==> config.mk <==
export PLATFORM = sky130hd
export DESIGN_NAME = uart_rx_fifo
export DESIGN_NICKNAME = d
export VERILOG_FILES = /design/src/rtl/uart_rx_fifo_pkg.sv /design/src/rtl/uart_rx_fifo_sync_fifo.sv /design/src/rtl/uart_rx_fifo.sv
export SDC_FILE = /design/constraint.sdc
export NUM_CORES = 1
export LEC_CHECK = 0
export CORE_MARGIN = 3
export CORE_UTILIZATION = 50
export CTS_CLUSTER_SIZE = 28
export DETAILED_ROUTE_END_ITERATION = 12
export PLACE_DENSITY = 0.72
export SYNTH_ARGS = -nofsm -noshare
export SYNTH_HDL_FRONTEND = slang
export SYNTH_SLANG_ARGS = --single-unit
==> constraint.sdc <==
create_clock -name sys_clk -period 2.3 [get_ports sys_clk]
set_input_delay 0.46 -clock sys_clk [delete_from_list [all_inputs] [get_ports sys_clk]]
set_output_delay 0.46 -clock sys_clk [all_outputs]
set_load 0.005 [all_outputs]
==> src/rtl/uart_rx_fifo_pkg.sv <==
// Shared constants and helpers for the UART receive buffer.
//   UART_DATA_W : receiver parallel byte width
//   UART_RXF_AW : log2 of the receive FIFO depth
//   OVR_CNT_W   : width of the saturating dropped-byte counter
package uart_rx_fifo_pkg;

   localparam int UART_DATA_W = 8;
   localparam int UART_RXF_AW = 4;
   localparam int OVR_CNT_W   = 8;

   // Increment that sticks at all-ones instead of wrapping.
   function automatic logic [OVR_CNT_W-1:0] sat_inc(input logic [OVR_CNT_W-1:0] v);
      return (v == {OVR_CNT_W{1'b1}}) ? v : v + 1'b1;
   endfunction

endpackage

==> src/rtl/uart_rx_fifo_sync_fifo.sv <==
// Generic single-clock first-word-fall-through FIFO, shared by the RX and TX paths.
// Ports:
//   clk_i      in   clock
//   rst_i      in   synchronous active-high reset (pointers only, storage not reset)
//   wr_en_i    in   write request; accepted when not full, or when a read frees a slot
//   wr_data_i  in   write data
//   rd_en_i    in   read request; ignored while empty
//   rd_data_o  out  head entry (combinational from registered array), 0 while empty
//   count_o    out  entries held, 0..2**ADDR_W
//   full_o     out  count == 2**ADDR_W
//   empty_o    out  count == 0
module uart_sync_fifo
   import uart_rx_fifo_pkg::*;
#(
   parameter int DATA_W = UART_DATA_W,
   parameter int ADDR_W = UART_RXF_AW
) (
   input  logic              clk_i,
   input  logic              rst_i,
   input  logic              wr_en_i,
   input  logic [DATA_W-1:0] wr_data_i,
   input  logic              rd_en_i,
   output logic [DATA_W-1:0] rd_data_o,
   output logic [ADDR_W:0]   count_o,
   output logic              full_o,
   output logic              empty_o
);

   localparam int DEPTH = 1 << ADDR_W;

   logic [DATA_W-1:0] mem_q [DEPTH];
   logic [ADDR_W:0]   wr_ptr_q, wr_ptr_d;
   logic [ADDR_W:0]   rd_ptr_q, rd_ptr_d;
   logic              rd_ok;
   logic              wr_ok;

   // Extra pointer MSB distinguishes full from empty when the low bits match.
   assign empty_o = (wr_ptr_q == rd_ptr_q);
   assign full_o  = (wr_ptr_q[ADDR_W] != rd_ptr_q[ADDR_W]) &&
                    (wr_ptr_q[ADDR_W-1:0] == rd_ptr_q[ADDR_W-1:0]);
   assign count_o = wr_ptr_q - rd_ptr_q;

   assign rd_ok = rd_en_i & ~empty_o;
   // A read in the same cycle frees the slot, so a write while full is still taken.
   assign wr_ok = wr_en_i & (~full_o | rd_ok);

   always_comb begin
      wr_ptr_d = wr_ptr_q;
      rd_ptr_d = rd_ptr_q;
      if (wr_ok) wr_ptr_d = wr_ptr_q + 1'b1;
      if (rd_ok) rd_ptr_d = rd_ptr_q + 1'b1;
   end

   always_ff @(posedge clk_i) begin
      if (rst_i) begin
         wr_ptr_q <= '0;
         rd_ptr_q <= '0;
      end else begin
         wr_ptr_q <= wr_ptr_d;
         rd_ptr_q <= rd_ptr_d;
      end
   end

   always_ff @(posedge clk_i) begin
      if (wr_ok && !rst_i) mem_q[wr_ptr_q[ADDR_W-1:0]] <= wr_data_i;
   end

   // Gated so the head reads 0 while empty, independent of stale storage.
   assign rd_data_o = empty_o ? '0 : mem_q[rd_ptr_q[ADDR_W-1:0]];

endmodule

==> src/rtl/uart_rx_fifo.sv <==
// UART receive buffer: detects byte completion on the rising edge of rx_bits_ok_i,
// captures rx_data_i into a FWFT FIFO and presents it on a valid/ready interface.
// Bytes arriving while the FIFO is full (and not being drained that cycle) are
// dropped and recorded in a sticky overrun flag and a saturating counter.
// Ports:
//   sys_clk       in   clock
//   rst           in   synchronous active-high reset
//   rx_data_i     in   receiver parallel byte, sampled on the rx_bits_ok_i rising edge
//   rx_bits_ok_i  in   receiver STOP/IDLE level; 0->1 marks byte complete
//   m_data        out  head byte, 0 while m_valid=0
//   m_valid       out  FIFO non-empty
//   m_ready       in   consumer accepts m_data this cycle
//   count         out  entries held
//   full / empty  out  occupancy flags
//   overrun       out  sticky dropped-byte flag
//   ovr_cnt       out  saturating dropped-byte count
//   ovr_clr       in   clears overrun and ovr_cnt; a same-cycle overrun wins
module uart_rx_fifo
   import uart_rx_fifo_pkg::*;
#(
   parameter int DATA_W = UART_DATA_W,
   parameter int ADDR_W = UART_RXF_AW
) (
   input  logic                 sys_clk,
   input  logic                 rst,
   input  logic [DATA_W-1:0]    rx_data_i,
   input  logic                 rx_bits_ok_i,
   output logic [DATA_W-1:0]    m_data,
   output logic                 m_valid,
   input  logic                 m_ready,
   output logic [ADDR_W:0]      count,
   output logic                 full,
   output logic                 empty,
   output logic                 overrun,
   output logic [OVR_CNT_W-1:0] ovr_cnt,
   input  logic                 ovr_clr
);

   logic                 bits_ok_q;
   logic                 push;
   logic                 pop;
   logic                 ovr_ev;
   logic                 overrun_q, overrun_d;
   logic [OVR_CNT_W-1:0] ovr_cnt_q, ovr_cnt_d;

   // bits_ok_q resets high so a receiver idling at 1 does not look like an edge.
   assign push   = rx_bits_ok_i & ~bits_ok_q;
   assign pop    = m_valid & m_ready;
   assign ovr_ev = push & full & ~pop;

   uart_sync_fifo #(
      .DATA_W (DATA_W),
      .ADDR_W (ADDR_W)
   ) u_fifo (
      .clk_i     (sys_clk),
      .rst_i     (rst),
      .wr_en_i   (push),
      .wr_data_i (rx_data_i),
      .rd_en_i   (pop),
      .rd_data_o (m_data),
      .count_o   (count),
      .full_o    (full),
      .empty_o   (empty)
   );

   assign m_valid = ~empty;

   // Clear first, then a coincident overrun sets: set wins and the count restarts at 1.
   always_comb begin
      overrun_d = overrun_q;
      ovr_cnt_d = ovr_cnt_q;
      if (ovr_clr) begin
         overrun_d = 1'b0;
         ovr_cnt_d = '0;
      end
      if (ovr_ev) begin
         overrun_d = 1'b1;
         ovr_cnt_d = sat_inc(ovr_cnt_d);
      end
   end

   always_ff @(posedge sys_clk) begin
      if (rst) begin
         bits_ok_q <= 1'b1;
         overrun_q <= 1'b0;
         ovr_cnt_q <= '0;
      end else begin
         bits_ok_q <= rx_bits_ok_i;
         overrun_q <= overrun_d;
         ovr_cnt_q <= ovr_cnt_d;
      end
   end

   assign overrun = overrun_q;
   assign ovr_cnt = ovr_cnt_q;

endmodule

# --- After elaboration in Yosys (flattened, before gate mapping) ---
# Memories as Yosys holds them, arrays and structs flattened. A register that Yosys moved wholly into a read port is not among the register bits.
# Cells that the tools add are included.
classes:
  add_sub_neg: 4
  eq_ne: 4
  bitwise_logic: 11
  magnitude_cmp: 0
  div: 0
  shifts: 0
  mul: 0
  mux: 10
  n_reduce_logical: 4
op_table:
  columns: ["operator", "count"]
  rows:
  - ["$mux 8", 4]
  - ["$add 5x1->5 const B", 2]
  - ["$add 8x1->8 const B", 1]
  - ["$eq 8x8->1 const B", 1]
  - ["$mux 4", 2]
  - ["$and 1x1->1", 6]
  - ["$eq 5x5->1", 1]
  - ["$sub 5x5->5", 1]
  - ["$eq 4x4->1", 1]
  - ["$mux 1", 4]
  - ["$not 1->1", 4]
  - ["$logic_and 1x1->1", 2]
  - ["$reduce_bool 2->1", 1]
  - ["$logic_not 1->1", 1]
  - ["$ne 1x1->1", 1]
  - ["$or 1x1->1", 1]
totals:
  mem_bits_ro: 0
  out_inout_bits: 25
  regBits: 20
  mem_count: 1
  latch_bits: 0
  mem_bits_rw: 128
memory_table:
  columns: ["memory", "depth", "word_bits", "read_ports", "rd_ports_with_merged_regs", "write_ports", "line_no", "rtl"]
  rows:
  - ["u_fifo.mem_q", 16, 8, 1, 1, 1, "uart_rx_fifo_sync_fifo.sv:31", "logic [DATA_W-1:0] mem_q [DEPTH];"]

# --- Depth between registers and ports, before layout ---
logic_depth:
  ltp_word: 9
  mapped_depth: 7
  depth_no_buf: 7

# --- Modules after synthesis ---
# Synthesis repeated with hierarchy kept, for this count alone.
hier_totals:
  hier_cells: 371
  area_unflattened_um2: 6356.1
modules_own_cells:
  columns: ["mod", "n_inst", "cells_each", "area_each_um2", "seq_area_each_um2"]
  rows:
  - ["uart_sync_fifo", 1, 310, 5816.8, 4124.0]
  - ["uart_rx_fifo", 1, 61, 539.3, 200.2]

# --- Least setup slack after synthesis ---
# Ideal clock, no wire load.
synth_timing:
  path_kind: "reg2reg"
  from: "register u_fifo.wr_ptr_q[0]"
  to: "memory u_fifo.mem_q[5][0] (netlist name), enable pin"
  path_buffers: 0
  synth_period_minus_slack_ns: 2.310
  setup_ns: 0.370
  stages_incl_launch_ff: 7
  t_arrival_ns: 1.940
  path_slack_ns: -0.010
  cell_sequence: "dfxtp_1 -> inv_1 -> ha_1 -> and4_1 -> a31oi_1 -> nand3b_1 -> nor2_1"
synth_between:
  elab_chain_cells: 9
  elab_cells_between_ends: 12
  cone_classes: "eq/ne: 2; mux: 2; bitwise: 6; reduce/logical: 2"
synth_lines:
  columns: ["element", "line_no", "rtl"]
  rows:
  - ["from (decl)", "uart_rx_fifo_sync_fifo.sv:32", "logic [ADDR_W:0] wr_ptr_q, wr_ptr_d;"]
  - ["from (signal assigned)", "uart_rx_fifo_sync_fifo.sv:59", "wr_ptr_q <= wr_ptr_d;"]
  - ["$eq 5x5->1", "uart_rx_fifo_sync_fifo.sv:38", "assign empty_o = (wr_ptr_q == rd_ptr_q);"]
  - ["$not 1->1", "uart_rx_fifo_sync_fifo.sv:43, uart_rx_fifo.sv:66", null]
  - ["$and 1x1->1", "uart_rx_fifo.sv:48", "assign pop = m_valid & m_ready;"]
  - ["$and 1x1->1", "uart_rx_fifo_sync_fifo.sv:43", "assign rd_ok = rd_en_i & ~empty_o;"]
  - ["$or 1x1->1", "uart_rx_fifo_sync_fifo.sv:45", "assign wr_ok = wr_en_i & (~full_o | rd_ok);"]
  - ["$and 1x1->1", "uart_rx_fifo_sync_fifo.sv:45", null]
  - ["$logic_and 1x1->1", "uart_rx_fifo_sync_fifo.sv:65", "if (wr_ok && !rst_i) mem_q[wr_ptr_q[ADDR_W-1:0]] <= wr_data_i;"]
  - ["$mux 1", "uart_rx_fifo_sync_fifo.sv:65", null]
  - ["$mux 1 (not written as such)", "uart_rx_fifo_sync_fifo.sv:65", null]
  - ["to (decl)", "uart_rx_fifo_sync_fifo.sv:31", null]
# Parallel ways exist; a longest one is shown, timed or not.

==> metrics.yaml <==
outcome: "finished with violations"
violations: "setup timing"
dp_cells: 631
ys_async_sr_fraction: 0
ys_warn_count: 0
drv_slew: 0
critical_path_class: "flip-flop to output port"
tns_ns: -1.68
min_period_ns: 2.56
drv_cap: 0
critical_path.max_stage_delay_ns: 0.49
cp.required_ns: 1.84
cp_num_buf_inv: 3
relSlewSlack: 0.594
top_level_ports: 38
syn_area_sq_mm: 0.00631
seq_area_frac_synth: 0.685
coreArea_sq_mm: 0.0122
setup_viol: 8
maxClockFrequency_mhz: 390
crit_chain: "buf_8 -> buf_6 -> mux4_2 -> mux2_4 -> o21ai_2 -> a21oi_2 -> buf_2"
post_dp_cell_area_sq_mm: 0.00734
drt_pass1_iterations: 5
cts_inserted_buffers: 17
htree_levels: 4
critPathSlowestCell: "mux4_2"
clk_pin_slew_ns: 0.06
avgSynthCellArea_sq_um: 16.7
antenna_found_initial: 0
peakVddDrop_v: 0.000436
yosys-top-cells-area: "edfxtp_1, mux4_2, dfxtp_1, ha_1, a21oi_1"
synth_cells: 378
place_congestion: 0.834
grt_pass1_wl_microns: 21300
rrSetupSlack_ns: 0.13
rsz0062_at_grt: "yes"
ant_nets: 0
clockBufferDepth: 2
r2r_start: "u_fifo.rd_ptr_q[2]"
crit_arrival_ns: 2.10
start_kind: "flip-flop"
layout-drive-gt1-share: 0.377
die_w_microns: 118
nNetsFinal: 514
vias_per_cell: 5.55
start_util: 0.519
cellLeakagePower_nw: 2.74
insertion_delay_ns: 0.41
holdWs_ns: 0.466
drcViolationCount: 0
place.port_buffers: 37
final-hold-violation-count: 0
min-delay-path-class: "flip-flop to flip-flop"
fill_cells: 852
grt_pass1_vias: 3877
ys_types: 45
yosys_most_used_dff: "edfxtp_1"
die_h_microns: 118
vias: 3703
multiInputGateArea_sq_mm: 0.00203
stdcell_area_sq_mm: 0.00806
synth_edf_count: 128
grt_max_degree: 19
path_max_fanout: 3
setup_slack_ns: -0.263
yosysMostFrequentCell: "edfxtp_1"
endpoint_kind: "output port"
synth_top_area_share: 0.609
diodes: 0
syn-num-nets: 402
finClkSkew_ns: 0.00976
hold_buffers: 0
die-area_sq_mm: 0.0140
wl_per_cell_microns: 19.8
drtIter0Drc: 299
grt.total_usage: 0.201
numClockSinks: 152
seqCellArea_sq_mm: 0.00434
holdCritStartpoint: "overrun"
cts_tree: "done"
syn_to_final_growth_pct: 27.6
yosys.area.top_type: "edfxtp_1"
powerDensity_mw_per_mm2: 746
tightest_slew_ns: 0.606
routed_wl_microns: 13200
ys_ff_latch: 152
cp_top_family: "multiplexers"
cts_root_buffer: "clkbuf_16"
dp_hpwl_microns: 8580
synth_common_cells: "edfxtp_1, mux4_2, nor2_1"
finalNonFillerCells: 667
fp-row-count: 40
fin_crit_sh: 1.11
globalRouteOverflowTotal: 0
per-layer routing:
metal  share of wire  global-route usage
met4           0.015              0.0762
met1            0.43               0.262
met2            0.52               0.332
met3           0.036              0.0474
met5               0                   0
power breakdown:
| group | internal [mW] | leakage [nW] | switching (mW) |
|---|---|---|---|
| clock | 1.44 | 0.245 | 0.947 |
| sequential | 3.00 | 1.35 | 0.0111 |
| combinational | 0.332 | 1.15 | 0.286 |
path summary, 6_finish.rpt:
| check | to | cells after the start |
|---|---|---|
| worst max-delay path | m_data[2] | 7 |
| worst min-delay path | overrun | 2 |
| worst max register to register | u_fifo.mem_q[3][2] | 9 |
| worst min register to register | overrun | 2 |
cells in the final DEF, fill, tap and decap left out, types with 3 or more instances in the layout:
cell / n
edfxtp_1: 128
buf_4: 63
mux4_2: 32
nor2_1: 26
clkdlybuf4s50_1: 22
a21oi_1: 17
dfxtp_1: 17
clkbuf_16: 17
buf_2: 11
inv_1: 8
nand3_1: 8
mux2_4: 7
o21ai_2: 7
nand2b_1: 7
nand4_1: 6
xnor2_1: 6
o21ai_0: 6
ha_1: 6
inv_2: 5
a21oi_2: 5
nor2b_1: 5
dfxtp_2: 5
buf_6: 5
mux2i_1: 4
xor2_1: 4
or3_1: 4
nand2_1: 4
ha_4: 4
clkinv_1: 4
buf_12: 4
clkinv_2: 3
clkbuf_1: 3
repair_timing:
action / 4_1_cts / 5_1_grt
gates resized for setup: 90 / 19
pin swaps: 11 / 6
endpoints found under the setup margin: 87 / 110
setup buffers: 4 / 5
layout make-up:
class,instances,area share
multi-input combinational,196,0.253
sequential,152,0.539
inverter,13,0.00606
timing repair buffer,110,0.115
tap,168,0.0261
clock buffer,20,0.0542
clock inverter,8,0.00746
registers in the layout, summed over array words and instances, names as in the netlist, named ones only:
signal and flops:
bits_ok_q 1, overrun 1, ovr_cnt 8, u_fifo.mem_q 128, u_fifo.rd_ptr_q 5, u_fifo.wr_ptr_q 5
tightest hold or removal path: stages (launching register included):
cell     delay [ns]
dfxtp_1        0.31
nand2_1        0.06
a21oi_1        0.05
stage by stage:
step	total power, mW	setup slack [ns]	utilization
2_1_floorplan	3.32	-0.00995	-
3_3_place_gp	3.61	-0.150	0.604
5_1_grt	6.25	-0.313	0.662
3_5_place_dp	3.62	-0.192	0.604
6_report	6.01	-0.263	0.662
4_1_cts	6.01	-0.273	0.656
kinds of logic after synthesis:
logic type | synth area share
AOI/OAI and AO/OA | 0.0472
muxes | 0.143
DFF | 0.685
adders and majority gates | 0.0230
and+or+nand+nor | 0.0654
buffers and inverters | 0.0198
xor gates and xnor gates | 0.0165
No activity file was read; power rests on OpenSTA's default activity.
